## src/rtl/picmicro_pkg.sv

```systemverilog
// Shared constants, address type and PC-source decode for the PC/stack stage.
// Imported by picmicro_hw_stack and picmicro_pc_stack_unit.
package picmicro_pkg;

    localparam int              PC_WIDTH     = 13;
    localparam int              STACK_DEPTH  = 8;
    localparam logic [12:0]     RESET_VECTOR = 13'h0000;

    typedef logic [12:0] pc_addr_t;

    typedef enum logic [2:0] {
        PC_HOLD,
        PC_INC,
        PC_GOTO,
        PC_PCL,
        PC_CALL,
        PC_RET
    } pc_src_e;

endpackage

```

## src/rtl/picmicro_hw_stack.sv

```systemverilog
// Circular return stack with pointer, depth count and ovf/unf events.
// Ports: push/pop strobes, din (pushed pc), dout (top), depth, ovf_evt, unf_evt.
module picmicro_hw_stack
#(
    parameter int DEPTH = 8,
    parameter int WIDTH = 13
)
(
    input  logic                       clk,
    input  logic                       rst_n,
    input  logic                       push,
    input  logic                       pop,
    input  logic [WIDTH-1:0]           din,
    output logic [WIDTH-1:0]           dout,
    output logic [$clog2(DEPTH):0]     depth,
    output logic                       ovf_evt,
    output logic                       unf_evt
);
    import picmicro_pkg::*;

    localparam int PW = $clog2(DEPTH);

    logic [WIDTH-1:0] mem [DEPTH];
    logic [PW-1:0]    ptr;
    logic [PW-1:0]    top_idx;
    logic             full;
    logic             empty;

    assign top_idx = ptr - 1'b1;
    assign full    = (depth == (PW+1)'(DEPTH));
    assign empty   = (depth == '0);
    assign dout    = empty ? '0 : mem[top_idx];
    assign ovf_evt = push & full;
    assign unf_evt = pop & empty;

    // When full, ptr already points at the oldest entry, so a push
    // overwrites it and the ring keeps the newest DEPTH addresses.
    always_ff @(posedge clk or negedge rst_n) begin
        if (!rst_n) begin
            ptr   <= '0;
            depth <= '0;
            for (int i = 0; i < DEPTH; i++) begin
                mem[i] <= '0;
            end
        end else if (pop) begin
            if (!empty) begin
                ptr   <= top_idx;
                depth <= depth - 1'b1;
            end
        end else if (push) begin
            mem[ptr] <= din;
            ptr      <= ptr + 1'b1;
            if (!full) begin
                depth <= depth + 1'b1;
            end
        end
    end

endmodule

```

## src/rtl/picmicro_pc_stack_unit.sv

```systemverilog
// Program counter and return-stack stage; updates on the Q4 step strobe.
// Ports: step_en, jump/push/pop/pcl/inc strobes, jaddr, pcl_data, pclath in;
// pc_out, stack_out, stack_depth, stack_ovf, stack_unf, stack_err_rst out.
// Option: define PICMICRO_STACK_ERR_RESET_EN for sticky flags and err reset.
module picmicro_pc_stack_unit
#(
    parameter int                    PC_WIDTH     = picmicro_pkg::PC_WIDTH,
    parameter int                    STACK_DEPTH  = picmicro_pkg::STACK_DEPTH,
    parameter logic [PC_WIDTH-1:0]   RESET_VECTOR = picmicro_pkg::RESET_VECTOR
)
(
    input  logic                 clk,
    input  logic                 rst_n,
    input  logic                 step_en,
    input  logic                 pc_inc_en,
    input  logic                 pc_j_en,
    input  logic                 pc_j_and_push_en,
    input  logic                 pc_j_by_pop_en,
    input  logic                 pcl_write_en,
    input  logic [10:0]          jaddr,
    input  logic [7:0]           pcl_data,
    input  logic [4:0]           pclath,
    output logic [PC_WIDTH-1:0]  pc_out,
    output logic [PC_WIDTH-1:0]  stack_out,
    output logic [3:0]           stack_depth,
    output logic                 stack_ovf,
    output logic                 stack_unf,
    output logic                 stack_err_rst
);
    import picmicro_pkg::*;

    localparam int DW = $clog2(STACK_DEPTH) + 1;

    pc_src_e            src;
    logic [PC_WIDTH-1:0] pc;
    logic [PC_WIDTH-1:0] pc_nxt;
    logic [PC_WIDTH-1:0] jtarget;
    logic [DW-1:0]       depth;
    logic                push;
    logic                pop;
    logic                ovf_evt;
    logic                unf_evt;

    always_comb begin
        src = PC_HOLD;
        priority case (1'b1)
            pc_j_by_pop_en:   src = PC_RET;
            pc_j_and_push_en: src = PC_CALL;
            pc_j_en:          src = PC_GOTO;
            pcl_write_en:     src = PC_PCL;
            pc_inc_en:        src = PC_INC;
            default:          src = PC_HOLD;
        endcase
    end

    assign push    = step_en & (src == PC_CALL);
    assign pop     = step_en & (src == PC_RET);
    assign jtarget = PC_WIDTH'({pclath[4:3], jaddr});

    always_comb begin
        pc_nxt = pc;
        unique case (src)
            PC_RET:  pc_nxt = unf_evt ? '0 : stack_out;
            PC_CALL: pc_nxt = jtarget;
            PC_GOTO: pc_nxt = jtarget;
            PC_PCL:  pc_nxt = PC_WIDTH'({pclath, pcl_data});
            PC_INC:  pc_nxt = pc + 1'b1;
            default: pc_nxt = pc;
        endcase
    end

    always_ff @(posedge clk or negedge rst_n) begin
        if (!rst_n) begin
            pc <= RESET_VECTOR;
        end else if (step_en) begin
            pc <= pc_nxt;
        end
    end

    picmicro_hw_stack #(
        .DEPTH (STACK_DEPTH),
        .WIDTH (PC_WIDTH)
    ) u_stack (
        .clk     (clk),
        .rst_n   (rst_n),
        .push    (push),
        .pop     (pop),
        .din     (pc),
        .dout    (stack_out),
        .depth   (depth),
        .ovf_evt (ovf_evt),
        .unf_evt (unf_evt)
    );

    assign pc_out      = pc;
    assign stack_depth = 4'(depth);

`ifdef PICMICRO_STACK_ERR_RESET_EN
    always_ff @(posedge clk or negedge rst_n) begin
        if (!rst_n) begin
            stack_ovf     <= 1'b0;
            stack_unf     <= 1'b0;
            stack_err_rst <= 1'b0;
        end else begin
            if (ovf_evt) begin
                stack_ovf <= 1'b1;
            end
            if (unf_evt) begin
                stack_unf <= 1'b1;
            end
            stack_err_rst <= ovf_evt | unf_evt;
        end
    end
`else
    logic unused_evt;
    assign unused_evt    = ovf_evt;
    assign stack_ovf     = 1'b0;
    assign stack_unf     = 1'b0;
    assign stack_err_rst = 1'b0;
`endif

endmodule
```

## config.mk

```make
export PLATFORM = sky130hd
export DESIGN_NAME = picmicro_pc_stack_unit
export DESIGN_NICKNAME = d
export VERILOG_FILES = /design/src/rtl/picmicro_pkg.sv /design/src/rtl/picmicro_hw_stack.sv /design/src/rtl/picmicro_pc_stack_unit.sv
export SDC_FILE = /design/constraint.sdc
export NUM_CORES = 1
export LEC_CHECK = 0
export ABC_CLOCK_PERIOD_IN_PS = 2800
export CAP_MARGIN = 30
export CELL_PAD_IN_SITES_DETAIL_PLACEMENT = 0
export CELL_PAD_IN_SITES_GLOBAL_PLACEMENT = 1
export CORE_ASPECT_RATIO = 0.9
export CORE_MARGIN = 4
export CORE_UTILIZATION = 43
export CTS_BUF_LIST = sky130_fd_sc_hd__clkbuf_4
export DETAILED_ROUTE_END_ITERATION = 8
export PLACE_DENSITY_LB_ADDON = 0.1
export SKIP_CTS_REPAIR_TIMING = 1
export SLEW_MARGIN = 10
export SYNTH_ARGS = -nofsm -noshare
export SYNTH_HDL_FRONTEND = slang
export SYNTH_SLANG_ARGS = --single-unit
```

## constraint.sdc

```tcl
create_clock -name clk -period 2.8 [get_ports clk]
set_input_delay 0.28 -clock clk [delete_from_list [all_inputs] [get_ports clk]]
set_output_delay 0.28 -clock clk [all_outputs]
set_load 0.05 [all_outputs]
```

## Yosys cells after proc, flatten, opt, wreduce, memory -nomap -nowiden

Cells that the tools add are included.

- Add/subtract/negate cells: 5
- Multiply operators: 0
- Divide/modulo/power cells: 0
- Order comparisons: 3
- Eq/ne operators: 8
- Shift operators: 0
- Multiplexer cells: 21
- Bitwise gates (word level): 6
- Reductions and logical operators: 9

Operator list:

| kind | number |
|---|---|
| bitwise mux 104 bit | 1 |
| 2-to-1 mux 13 bit | 5 |
| case mux 13 bit (4 select lines) | 1 |
| binary-select mux 13 bit (select 3 bit) | 1 |
| demux 13 bit (select 3 bit) | 1 |
| 2-to-1 mux 3 bit | 6 |
| 2-to-1 mux 4 bit | 4 |
| adder 13 x 1 -> 13 bit, second input constant | 1 |
| >= comparator 4 bit, second input constant | 2 |
| NOT 3 -> 4 bit | 2 |
| equality test 3 x 2 -> 1 bit, second input constant | 2 |
| equality test 3 bit, second input constant | 2 |
| AND reduction 2 bit | 3 |
| adder 4 x 1 -> 4 bit, second input constant | 1 |
| equality test 4 bit, second input constant | 1 |
| zero test 4 bit | 1 |
| < comparator 4 x 1 -> 1 bit, second input constant | 1 |
| nonzero test 4 bit | 1 |
| subtractor 4 x 1 -> 4 bit, second input constant | 1 |
| adder 3 x 1 -> 3 bit, second input constant | 1 |
| bitwise AND 1 bit | 3 |
| equality test 3 x 1 -> 1 bit, second input constant | 1 |
| AND reduction 3 bit | 1 |
| subtractor 3 x 1 -> 3 bit, second input constant | 1 |
| other kinds (8) | 8 |

- Bits in registers: 124
- Bits in latches: 0
- Bits in writable memories: 0
- Bits in read-only memories: 0
- Output and inout bits: 33
- Logic and storage cells: 63
- Memories: 0

## Depth between registers and ports, before layout

- Depth after elaboration: 10
- Depth in mapped cells: 12

## Hierarchy

From an unflattened synthesis, not the netlist that was laid out.

- Cell total of the unflattened synthesis: 483
- Area total of the unflattened synthesis: 6309.8 µm²

By module, submodules not included:

| module | times used | cells each | area each (µm²) | seq. area each (µm²) |
|---|---|---|---|---|
| picmicro_hw_stack | 1 | 353 | 5198.7 | 2777.7 |
| picmicro_pc_stack_unit | 1 | 130 | 1111.1 | 325.3 |

## Least setup slack after synthesis

No wires, ideal clock.

- Kind: register to register
- Start: register u_stack.ptr[0]
- End: register pc[1] (netlist: pc_out[1])
- Data arrival time: 3.167 ns
- Required time: 2.717 ns
- Path slack: -0.450 ns
- Stages on the path, launching flop included: 12
- Period minus slack after synthesis: 3.250 ns
- Path through: dfrtp_1 > buf_4 > buf_6 > clkinv_1 > clkbuf_1 > ha_1 > xor2_1 > buf_2 > nand2_1 > a21oi_1 > o21ai_0 > a31oi_1

- Cells in the longest elaborated chain, start to end: 8

Ends and longest elaborated chain:

| item | RTL line | RTL |
|---|---|---|
| start, declared | picmicro_hw_stack.sv:24 | `logic [PW-1:0] ptr;` |
| start signal, assigned | picmicro_hw_stack.sv:47 | `ptr <= top_idx;` |
| start signal, assigned | picmicro_hw_stack.sv:52 | `ptr <= ptr + 1'b1;` |
| subtractor 3 x 1 -> 3 bit | picmicro_hw_stack.sv:29 | `assign top_idx = ptr - 1'b1;` |
| via u_stack.top_idx[0] | picmicro_hw_stack.sv:25 | `logic [PW-1:0] top_idx;` |
| NOT 3 -> 4 bit (not written as such) | picmicro_hw_stack.sv:32 | `assign dout = empty ? '0 : mem[top_idx];` |
| binary-select mux 13 bit (select 3 bit) | picmicro_hw_stack.sv:32 |  |
| 2-to-1 mux 13 bit (not written as such) (2 in a row) | picmicro_hw_stack.sv:32 |  |
| 2-to-1 mux 13 bit | picmicro_hw_stack.sv:32 |  |
| via stack_out[1] | picmicro_pc_stack_unit.sv:24 | `output logic [PC_WIDTH-1:0] stack_out,` |
| 2-to-1 mux 13 bit | picmicro_pc_stack_unit.sv:63 | `PC_RET: pc_nxt = unf_evt ? '0 : stack_out;` |
| case mux 13 bit (4 select lines) | picmicro_pc_stack_unit.sv:62 | `unique case (src)` |
| end signal, assigned | picmicro_pc_stack_unit.sv:76 | `pc <= pc_nxt;` |
| end, declared | picmicro_pc_stack_unit.sv:35 | `logic [PC_WIDTH-1:0] pc;` |

The timed path passes the listed nets, and every way through them passes these cells. The select of a mux whose other input is x is not followed.
A chain may end at the register's enable or synchronous reset.

## Worst setup path after layout

- Start: register u_stack.ptr[1]
- End: output port stack_out[12]

- Cells in the longest elaborated chain, start to end: 6

Ends and longest elaborated chain:

| item | RTL line |
|---|---|
| subtractor 3 x 1 -> 3 bit | picmicro_hw_stack.sv:29 |
| NOT 3 -> 4 bit (not written as such) | picmicro_hw_stack.sv:32 |
| binary-select mux 13 bit (select 3 bit) | picmicro_hw_stack.sv:32 |
| 2-to-1 mux 13 bit (not written as such) (2 in a row) | picmicro_hw_stack.sv:32 |
| 2-to-1 mux 13 bit | picmicro_hw_stack.sv:32 |
| end, declared | picmicro_pc_stack_unit.sv:24 |

Every way passes these cells. The select of a mux whose other input is x is not followed.

==> impl_metrics.toml <==
[floorplan]
rows = 42
ioPinCount = 65
die_h_um = 124
dieArea_um2 = 17000
start_util_pct = 43.8
core_um2 = 14700
die-width_um = 137

[grt]
grt_usage_pct = 20.7
grt_pass1_vias = 4473
grt_max_degree = 40
grt_overflow_total = 0
grt_pass1_wl_mm = 26.4
antenna_found_initial = 0

[synth]
synth_warnings = 0
synth-compound-area-share_pct = 8.56
synth.distinct_cells = 54
synth_top_family_by_area = "multiplexers"
avgSynthCellArea_um2 = 12.0
synth_cells = 538
ys_seq_area_share_pct = 48.1
muxShareOfSynthArea_pct = 26.8
synth-seq-cells = 124
synthTopCellsByArea = "dfrtp_1 (48%), mux2_2 (17%), mux2i_1 (5.1%)"
synth-edff-count = 0
yosysTopAreaCellShare_pct = 48.1
synth_fa_ha_area_share_pct = 1.28
synth_common_cells = "dfrtp_1 (124), mux2_2 (95), mux2i_1 (33)"
synth_most_common_cell = "dfrtp_1"
async_reset_ff_share_pct = 100
yosys.area_share.simple_pct = 8.42
syn_area_um2 = 6450
synthFlopType = "dfrtp_1"
synth_top_area_cell = "dfrtp_1"
synth-xor-area-share_pct = 2.29

[run_status]
outcome = "completed"

[finish]
area_growth_pct = 24.2
drive_gt1_share_pct = 36.5
nets = 642
diodes = 0

[worst_setup_path]
slowest_delay_ns = 0.46
cp_cell_sequence = "inv_4 -> ha_4 -> buf_12 -> buf_4 -> mux2i_1 -> nand3_1 -> and4_1 -> buf_4"
start_kind = "flop"
crit_slowest_cell = "dfrtp_2"
cp_max_fo = 16
worstPathArrival_ns = 2.45
crit_required_ns = 2.52
critPathCaptureType = "output port"
worst-setup-path-type = "reg -> out"
cpMostUsedCell = "buf_4"

[timing]
slew_violations = 0
fmax_mhz = 366
fin_tns_setup_ns = 0
fin_crit_sh_pct = 97.5
worstMarginPinSlew_ns = 0.688
setup_violations = 0
slew_headroom_pct = 54.1
post-route-min-period_ns = 2.73
finalHoldViolCount = 0
finalClockSkew_ns = 0.0142

[detailed_routing]
drtAntennaViolNets = 0
wl_per_cell_um = 21.2
vias = 4651
route.detailed.drc = 0
drt_pass1_iterations = 5
wirelength_mm = 17.3
via_per_inst = 5.71
drt_iter0_drc = 295

[clock_tree]
path_clk_slew_ns = 0.13
cts-buffers-inserted = 17
clockBufferDepth = 2
root_buffer = "clkbuf_4"
ctsHtreeMaxLevel = 4
clock_latency_ns = 0.54
cts_tree = "done"
cts.sinks = 124

[place]
gp_congestion = 0.786
port-buffer-count = 61
dp_hpwl_mm = 11.3

[worst_hold_path]
hp-class = "in -> async"

[run]
drv_cap = 0
-- metrics by stage --
stage	setup WS [ns]	area, um2	util, %	instances	hold slack [ns]
after floorplan	0.0125	6550	-	540	-0.0156
after global placement	0.380	7510	51.1	773	0.277
after detailed placement	0.335	7510	51.1	773	0.282
after CTS	-0.289	7830	53.2	805	-0.320
after global routing	-0.0233	8010	54.4	815	0.253
final	0.0710	8010	54.4	815	0.247
-- path summary, 6_finish.rpt --
path                                      start         endpoint  slack [ns]  cells after the start
worst max-delay path             u_stack.ptr[1]    stack_out[12]        0.07                      8
worst min-delay path                      rst_n  u_stack.mem[47]        0.25                      2
worst max register to register   u_stack.ptr[0]  u_stack.mem[34]        0.60                      5
worst min register to register  u_stack.mem[52]  u_stack.mem[52]        0.51                      1
max in group asynchronous                 rst_n   u_stack.ptr[1]        1.69                      3
min in group clk                      pclath[4]       pc_out[12]        0.41                      3
-- routing by layer --
metal	global-route usage (%)	up-vias	wire length [um]
met2	30.1	134	7460
met4	4.30	0	236
li1	-	2119	-
met3	4.97	20	1070
met1	31.4	2378	8530
met5	0	-	0
-- final cells by class --
| type | count | area [um2] |
|---|---|---|
| fillers | 1275 | 6710 |
| multi-input cells | 357 | 3230 |
| flip-flops and latches | 124 | 3100 |
| repair buffers | 97 | 1080 |
| well taps | 198 | 248 |
| clock inverters | 15 | 186 |
| clock buffers | 17 | 128 |
| inverters | 7 | 28.8 |
-- cell families after synthesis --
kind of cell / after synthesis
XOR/XNOR: 16
buffers and inverters: 59
flip-flops: 124
other: 1
multiplexers: 146
AND/OR/NAND/NOR: 105
AO/OA/AOI/OAI: 81
adder cells (fa/ha/maj): 6
-- placed cells by master (no fill, tap or decap), drive strengths merged, types with 12 or more instances in the layout --
cell type	Yosys	final
nor2	17	17
clkdlybuf4s50	0	47
dfrtp	124	124
a31oi	15	15
mux2i	33	33
a21oi	19	19
buf	30	47
mux2	105	105
nand2	27	27
clkbuf	22	19
nand3	30	30
inv	6	12
-- flip-flops by register name, indices dropped and copies added (netlist names) --
register	cells
u_stack.depth	4
u_stack.mem	104
pc_out	13
u_stack.ptr	3
-- critical path, delay by kind of cell (launching register included) --
kind,cells,cell delay (ns)
mux,1,0.19
simple gates,2,0.32
flops,1,0.46
fa+ha+maj,1,0.33
buf+inv,4,0.61
Power is not shown: default switching activity piles up to over one toggle a cycle in this logic, so the estimate is an artifact.
